--- config.mk ---
export PLATFORM = sky130hd
export DESIGN_NAME = load_store_unit
export DESIGN_NICKNAME = d
export VERILOG_FILES = /design/src/rtl/lsu_pkg.sv /design/src/rtl/lsu_align.sv /design/src/rtl/load_store_unit.sv
export SDC_FILE = /design/constraint.sdc
export NUM_CORES = 1
export LEC_CHECK = 0
export CORE_MARGIN = 2
export CORE_UTILIZATION = 38
export CTS_CLUSTER_SIZE = 12
export DETAILED_ROUTE_END_ITERATION = 8
export PLACE_DENSITY = 0.85
export SKIP_CTS_REPAIR_TIMING = 1
export SLEW_MARGIN = 30
export SYNTH_ARGS = -nofsm -noshare
export SYNTH_HDL_FRONTEND = slang
export SYNTH_SLANG_ARGS = --single-unit
export TNS_END_PERCENT = 5
--- constraint.sdc ---
create_clock -name clk -period 2 [get_ports clk]
set_clock_uncertainty 0.15 [all_clocks]
set_input_delay 0.2 -clock clk [delete_from_list [all_inputs] [get_ports clk]]
set_output_delay 0.2 -clock clk [all_outputs]
set_load 0.01 [all_outputs]
--- src/rtl/lsu_pkg.sv ---
// Shared types for the load/store unit: size codes,
// FSM states and default data-memory depth.
package lsu_pkg;

  localparam int unsigned MEM_WORDS_DEF = 41;

  typedef enum logic [1:0] {
    SZ_BYTE = 2'd0,
    SZ_HALF = 2'd1,
    SZ_WORD = 2'd2,
    SZ_ILL  = 2'd3
  } size_e;

  typedef enum logic [2:0] {
    S_IDLE,
    S_RD,
    S_WR,
    S_LDRESP,
    S_DONE,
    S_ERR
  } state_e;

endpackage

--- src/rtl/lsu_align.sv ---
// Lane extraction for loads and read-modify-write merge
// for sub-word stores; purely combinational.
module lsu_align
  import lsu_pkg::*;
(
  input  size_e       size_i,
  input  logic [1:0]  lane_i,
  input  logic        sgn_i,
  input  logic [31:0] rdata_i,
  input  logic [31:0] wdata_i,
  output logic [31:0] ld_o,
  output logic [31:0] st_o
);

  logic [7:0]  b;
  logic [15:0] h;
  logic [31:0] mask;
  logic [4:0]  sh;

  always_comb begin
    sh   = {lane_i, 3'b000};
    b    = rdata_i[{lane_i, 3'b000} +: 8];
    h    = rdata_i[{lane_i[1], 4'b0000} +: 16];
    ld_o = rdata_i;
    mask = 32'hFFFF_FFFF;
    unique case (size_i)
      SZ_BYTE: begin
        ld_o = {{24{sgn_i & b[7]}}, b};
        mask = 32'h0000_00FF;
      end
      SZ_HALF: begin
        ld_o = {{16{sgn_i & h[15]}}, h};
        mask = 32'h0000_FFFF;
      end
      default: begin
        ld_o = rdata_i;
        mask = 32'hFFFF_FFFF;
      end
    endcase
    st_o = (rdata_i & ~(mask << sh))
         | ((wdata_i & mask) << sh);
  end

endmodule

--- src/rtl/load_store_unit.sv ---
// Data-memory initiator: accepts load/store requests,
// checks them, and sequences the registered-read memory.
module load_store_unit
  import lsu_pkg::*;
#(
  parameter int unsigned MEM_WORDS = MEM_WORDS_DEF
) (
  input  logic        clk,
  input  logic        reset,
  input  logic        req_valid,
  output logic        req_ready,
  input  logic        req_write,
  input  logic [1:0]  req_size,
  input  logic        req_signed,
  input  logic [31:0] req_addr,
  input  logic [31:0] req_wdata,
  output logic        rsp_valid,
  output logic [31:0] rsp_rdata,
  output logic        rsp_error,
  output logic [31:0] mem_address,
  output logic [31:0] mem_write_data,
  output logic        mem_write_signal,
  input  logic [31:0] mem_read_data
);

  state_e      state_q;
  size_e       size_q;
  logic [1:0]  lane_q;
  logic        sgn_q;
  logic        wr_q;
  logic [31:0] wdata_q;
  logic [31:0] addr_q;

  logic [29:0] idx;
  logic [1:0]  lane;
  logic        req_err;
  logic [31:0] ld_word;
  logic [31:0] st_word;

  assign idx  = req_addr[31:2];
  assign lane = req_addr[1:0];

  always_comb begin
    req_err = 1'b0;
    unique case (1'b1)
      (req_size == SZ_ILL):
        req_err = 1'b1;
      (req_size == SZ_HALF):
        req_err = lane[0];
      (req_size == SZ_WORD):
        req_err = (lane != 2'd0);
      default:
        req_err = 1'b0;
    endcase
    if ({2'b00, idx} >= MEM_WORDS)
      req_err = 1'b1;
  end

  always_ff @(posedge clk or negedge reset) begin
    if (!reset) begin
      state_q <= S_IDLE;
      size_q  <= SZ_BYTE;
      lane_q  <= 2'd0;
      sgn_q   <= 1'b0;
      wr_q    <= 1'b0;
      wdata_q <= '0;
      addr_q  <= '0;
    end else begin
      unique case (state_q)
        S_IDLE: begin
          if (req_valid) begin
            size_q  <= size_e'(req_size);
            lane_q  <= lane;
            sgn_q   <= req_signed;
            wr_q    <= req_write;
            wdata_q <= req_wdata;
            if (req_err) begin
              state_q <= S_ERR;
            end else begin
              addr_q <= {2'b00, idx};
              if (req_write
                  && req_size == SZ_WORD)
                state_q <= S_WR;
              else
                state_q <= S_RD;
            end
          end
        end
        S_RD:
          state_q <= wr_q ? S_WR : S_LDRESP;
        S_WR:
          state_q <= S_DONE;
        S_LDRESP, S_DONE, S_ERR:
          state_q <= S_IDLE;
        default:
          state_q <= S_IDLE;
      endcase
    end
  end

  lsu_align u_align (
    .size_i  (size_q),
    .lane_i  (lane_q),
    .sgn_i   (sgn_q),
    .rdata_i (mem_read_data),
    .wdata_i (wdata_q),
    .ld_o    (ld_word),
    .st_o    (st_word)
  );

  // Memory holds read data while written, so merge is stable in WR.
  assign req_ready        = (state_q == S_IDLE);
  assign mem_address      = addr_q;
  assign mem_write_signal = (state_q == S_WR);
  assign mem_write_data   =
    (state_q == S_WR) ? st_word : 32'h0;
  assign rsp_valid = (state_q == S_LDRESP)
                  || (state_q == S_DONE)
                  || (state_q == S_ERR);
  assign rsp_error = (state_q == S_ERR);
  assign rsp_rdata =
    (state_q == S_LDRESP) ? ld_word : 32'h0;

endmodule
==> metrics.md <==
| Metric | Value |
|---|---|
| Num CTS Buffers | 9 |
| Reg clk slew, reported paths | 0.08 ns |
| Final routed DRC violation total | 0 |
| Average wire per standard cell | roughly 18 um |
| Peak supply drop | 0.526 mV |
| Via count | 5,151 |
| Part of the power in registers | 0.242 |
| Worst Tran Pin Value | around 0.68 ns |
| Final setup viols | 65 |
| Avg Cell Area, Syn | 8.39 sq um |
| Vias per cell | 5.43 |
| CTS max path bufs | 2 |
| Clk_lat worst skew | 0.35 ns |
| Share of cells above drive strength 1 | 0.325 |
| Worst path required time | 1.65 ns |
| Hpwl dp | 12,800 um |
| Crit Path Max Fanout | 8 |
| First-pass GRT wire length | 25,400 um |
| Starting Density | 0.393 |
| Global route overflow | 0 |
| Post-route worst setup slack | -0.584 ns |
| Synth Cell Area | 0.00428 sq mm |
| Startpoint types | flip-flop |
| Crit path depth | 9 |
| Cell variety after synth | 41 |
| Final hold violation count | 0 |
| Number of synthesized flops with an enable pin | 0 |
| Switch Pwr | 3860 uW |
| Final worst path period need | between 2 and 3 ns |
| Sw Ratio | 0.433 |
| CP arrival | 2.23 ns |
| Power share of the clock group | 0.117 |
| Final Max Tran Viols | 0 |
| Drt initial violations | 436 |
| Min-Delay Path Class | input pin to flip-flop |
| Syn Inst Count | 510 |
| IO buf count | 200 |
| Pleak | 0.00380 uW |
| # clock sinks | 71 |
| P_int | 5050 uW |
| Vias in the first global route | 5,078 |
| Drt pass-1 iters | 5 |
| Synth warn | 0 |
| Die ar. | 0.0121 sq mm |
| WP buf/inv | 5 |
| Number of fill cells | about 840 |
| Number of diodes | 0 |
| Initial antenna violation count | 0 |
| Chip Width | ~110 um |
| Ys async rst share | 1.00 |
| Final period utilization | 1.29 |
| Hold Path Depth | 3 |
| Failing checks | negative setup slack |
| Combinational Power Share | 0.641 |
| Outcome | complete, but fails checks |
| Endpoint type of the worst setup path | output port |
| Setup TNS | -20.39 ns |
| FMAX | 0.387 GHz |
| Routed wire length | 17,000 um |
| Core area | 0.0109 sq mm |
| PD cells | 1180 mW/mm^2 |
| RSZ-0062 raised after global routing | yes |
| Global Route Usage Sum | 0.273 |
| Gpl congestion | 0.922 |
| Slowest CP cell | dfrtp_2 |
| Root buffer cell | clkbuf_8 |
| Max-cap viol count | 0 |
| Nets | 906 |
| CP Cell Sequence | buf_6, mux2_2, nand2_2, a2111oi_4, buf_4, buf_6, clkbuf_16, a21o_1, clkbuf_2 |
| FP Rows | 38 |
| Most used cell, CP | buf_6 |
| Delay-heaviest family, CP | buffers and inverters |
| I/O pins | 203 |
| Reg2reg path depth | 6 |
| Rel. slew slack | 0.549 |
| Hold_ws | between 0.2 and 0.25 ns |
| Seq/Total Area, Yosys | 0.415 |
| Post-placement worst setup slack | -0.658 ns |
| Pin count of the biggest net entering global routing | 43 |
| Htree depth | 3 |
| Design Power | 8910 uW |
| Die Ht | 110 um |
| CTS tree | yes |
| Yosys reg bits | 71 |
| Post-synth top flop | dfrtp_1 |
| CP peak stage delay | around 0.45 ns |
| Area growth syn-to-layout | 76.2% |
| Setup Crit Path Kind | flip-flop to output port |
| ANT nets after route | 0 |
Yosys cell counts (14+ instances only):
master,count,area share
nand2_1,136,0.12
dfrtp_1,71,0.42
nor2_1,40,0.035
o21ai_0,38,0.044
clkbuf_1,29,0.025
nor2b_1,25,0.037
a21o_1,17,0.030
a21oi_1,17,0.020
a22oi_1,16,0.028
mux2_2,15,0.039
inv_1,14,0.012
kinds of logic after synthesis:
logic type,count (synthesis),share of synthesized area
AND/OR/NAND/NOR,222,0.224
other,1,0.000877
multiplexers,24,0.0840
buffers and inverters,55,0.0553
flip-flops,71,0.415
AO/OA/AOI/OAI,137,0.221
flip-flops by register name, summed over array words and instances (netlist names):
| name | count |
|---|---|
| mem_address | 30 |
| size_q | 2 |
| wdata_q | 32 |
| wr_q | 1 |
| sgn_q | 1 |
| state_q | 3 |
| lane_q | 2 |
layer usage:
layer  track usage  wire (um)  vias up
met5             0          0        -
met4         0.100        374        0
met3        0.0876       1880       33
met2         0.437       8110      291
met1         0.346       6670     2435
li1              -          -     2392
placed cells by master (no fill, tap or decap), types with 4 or more instances in the layout:
cell type        count
nor2_1              36
mux2_2              15
buf_6               13
a22oi_1             12
a2bb2oi_1            7
a222oi_1             8
nand2_2              4
a22oi_2              4
a21oi_2              9
mux4_2               8
o22ai_1              9
a21oi_1              8
a2111oi_2            4
nor4_1               7
clkbuf_2            34
buf_4              100
dlymetal6s2s_1      11
clkbuf_8            10
dfrtp_1             69
o21ai_0             28
a221oi_1             6
inv_1               13
buf_12               8
o21ai_1              9
nand2_1            133
buf_2               19
clkdlybuf4s50_1    133
a21o_1              16
nor2b_1             24
through the flow:
| stage | instances | cell area [sq um] | utilization |
|---|---|---|---|
| floorplan | 511 | 4290 | - |
| global placement | 923 | 7210 | 0.662 |
| detailed placement | 923 | 7210 | 0.662 |
| CTS | 939 | 7390 | 0.679 |
| global route | 948 | 7540 | 0.692 |
| finish | 948 | 7540 | 0.692 |
power by group through the flow:
| stage | Sequential [uW] | Clock (uW) | Combinational [uW] |
|---|---|---|---|
| floorplan | 2100 | 0 | 2670 |
| global placement | 2140 | 0 | 5060 |
| detailed placement | 2170 | 0 | 5140 |
| CTS | 2140 | 1060 | 5160 |
| global route | 2200 | 1130 | 6170 |
| finish | 2160 | 1040 | 5710 |
worst paths after layout:
check / to / start / slack [ns]
worst max register to register: mem_address[1] / state_q[1] / 0.17
worst min register to register: state_q[0] / wr_q / 0.31
max in group asynchronous: lane_q[1] / reset / 0.76
worst max-delay path: rsp_rdata[24] / lane_q[1] / -0.58
worst min-delay path: wdata_q[24] / req_wdata[24] / 0.22
min in group asynchronous: mem_address[5] / reset / 0.28
final cells by class:
type                            instances  area (sq um)  share of cell area
Clock buffer                           10           138              0.0183
Multi-Input combinational cell        385          2490               0.330
Inverter                               14          55.1             0.00731
Timing Repair Buffer                  322          2860               0.379
Sequential cell                        71          1780               0.236
Tap cell                              140           175              0.0232
Clock inverter                          6          46.3             0.00614
worst register-to-register path, cell delays in order (launching register included):
cell and delay [ns]:
dfrtp_1 0.39, buf_4 0.17, nor3_4 0.22, nand2_2 0.11
nor4_4 0.16, buf_6 0.18, mux2_2 0.34
Power figures use the tool's default switching activity.
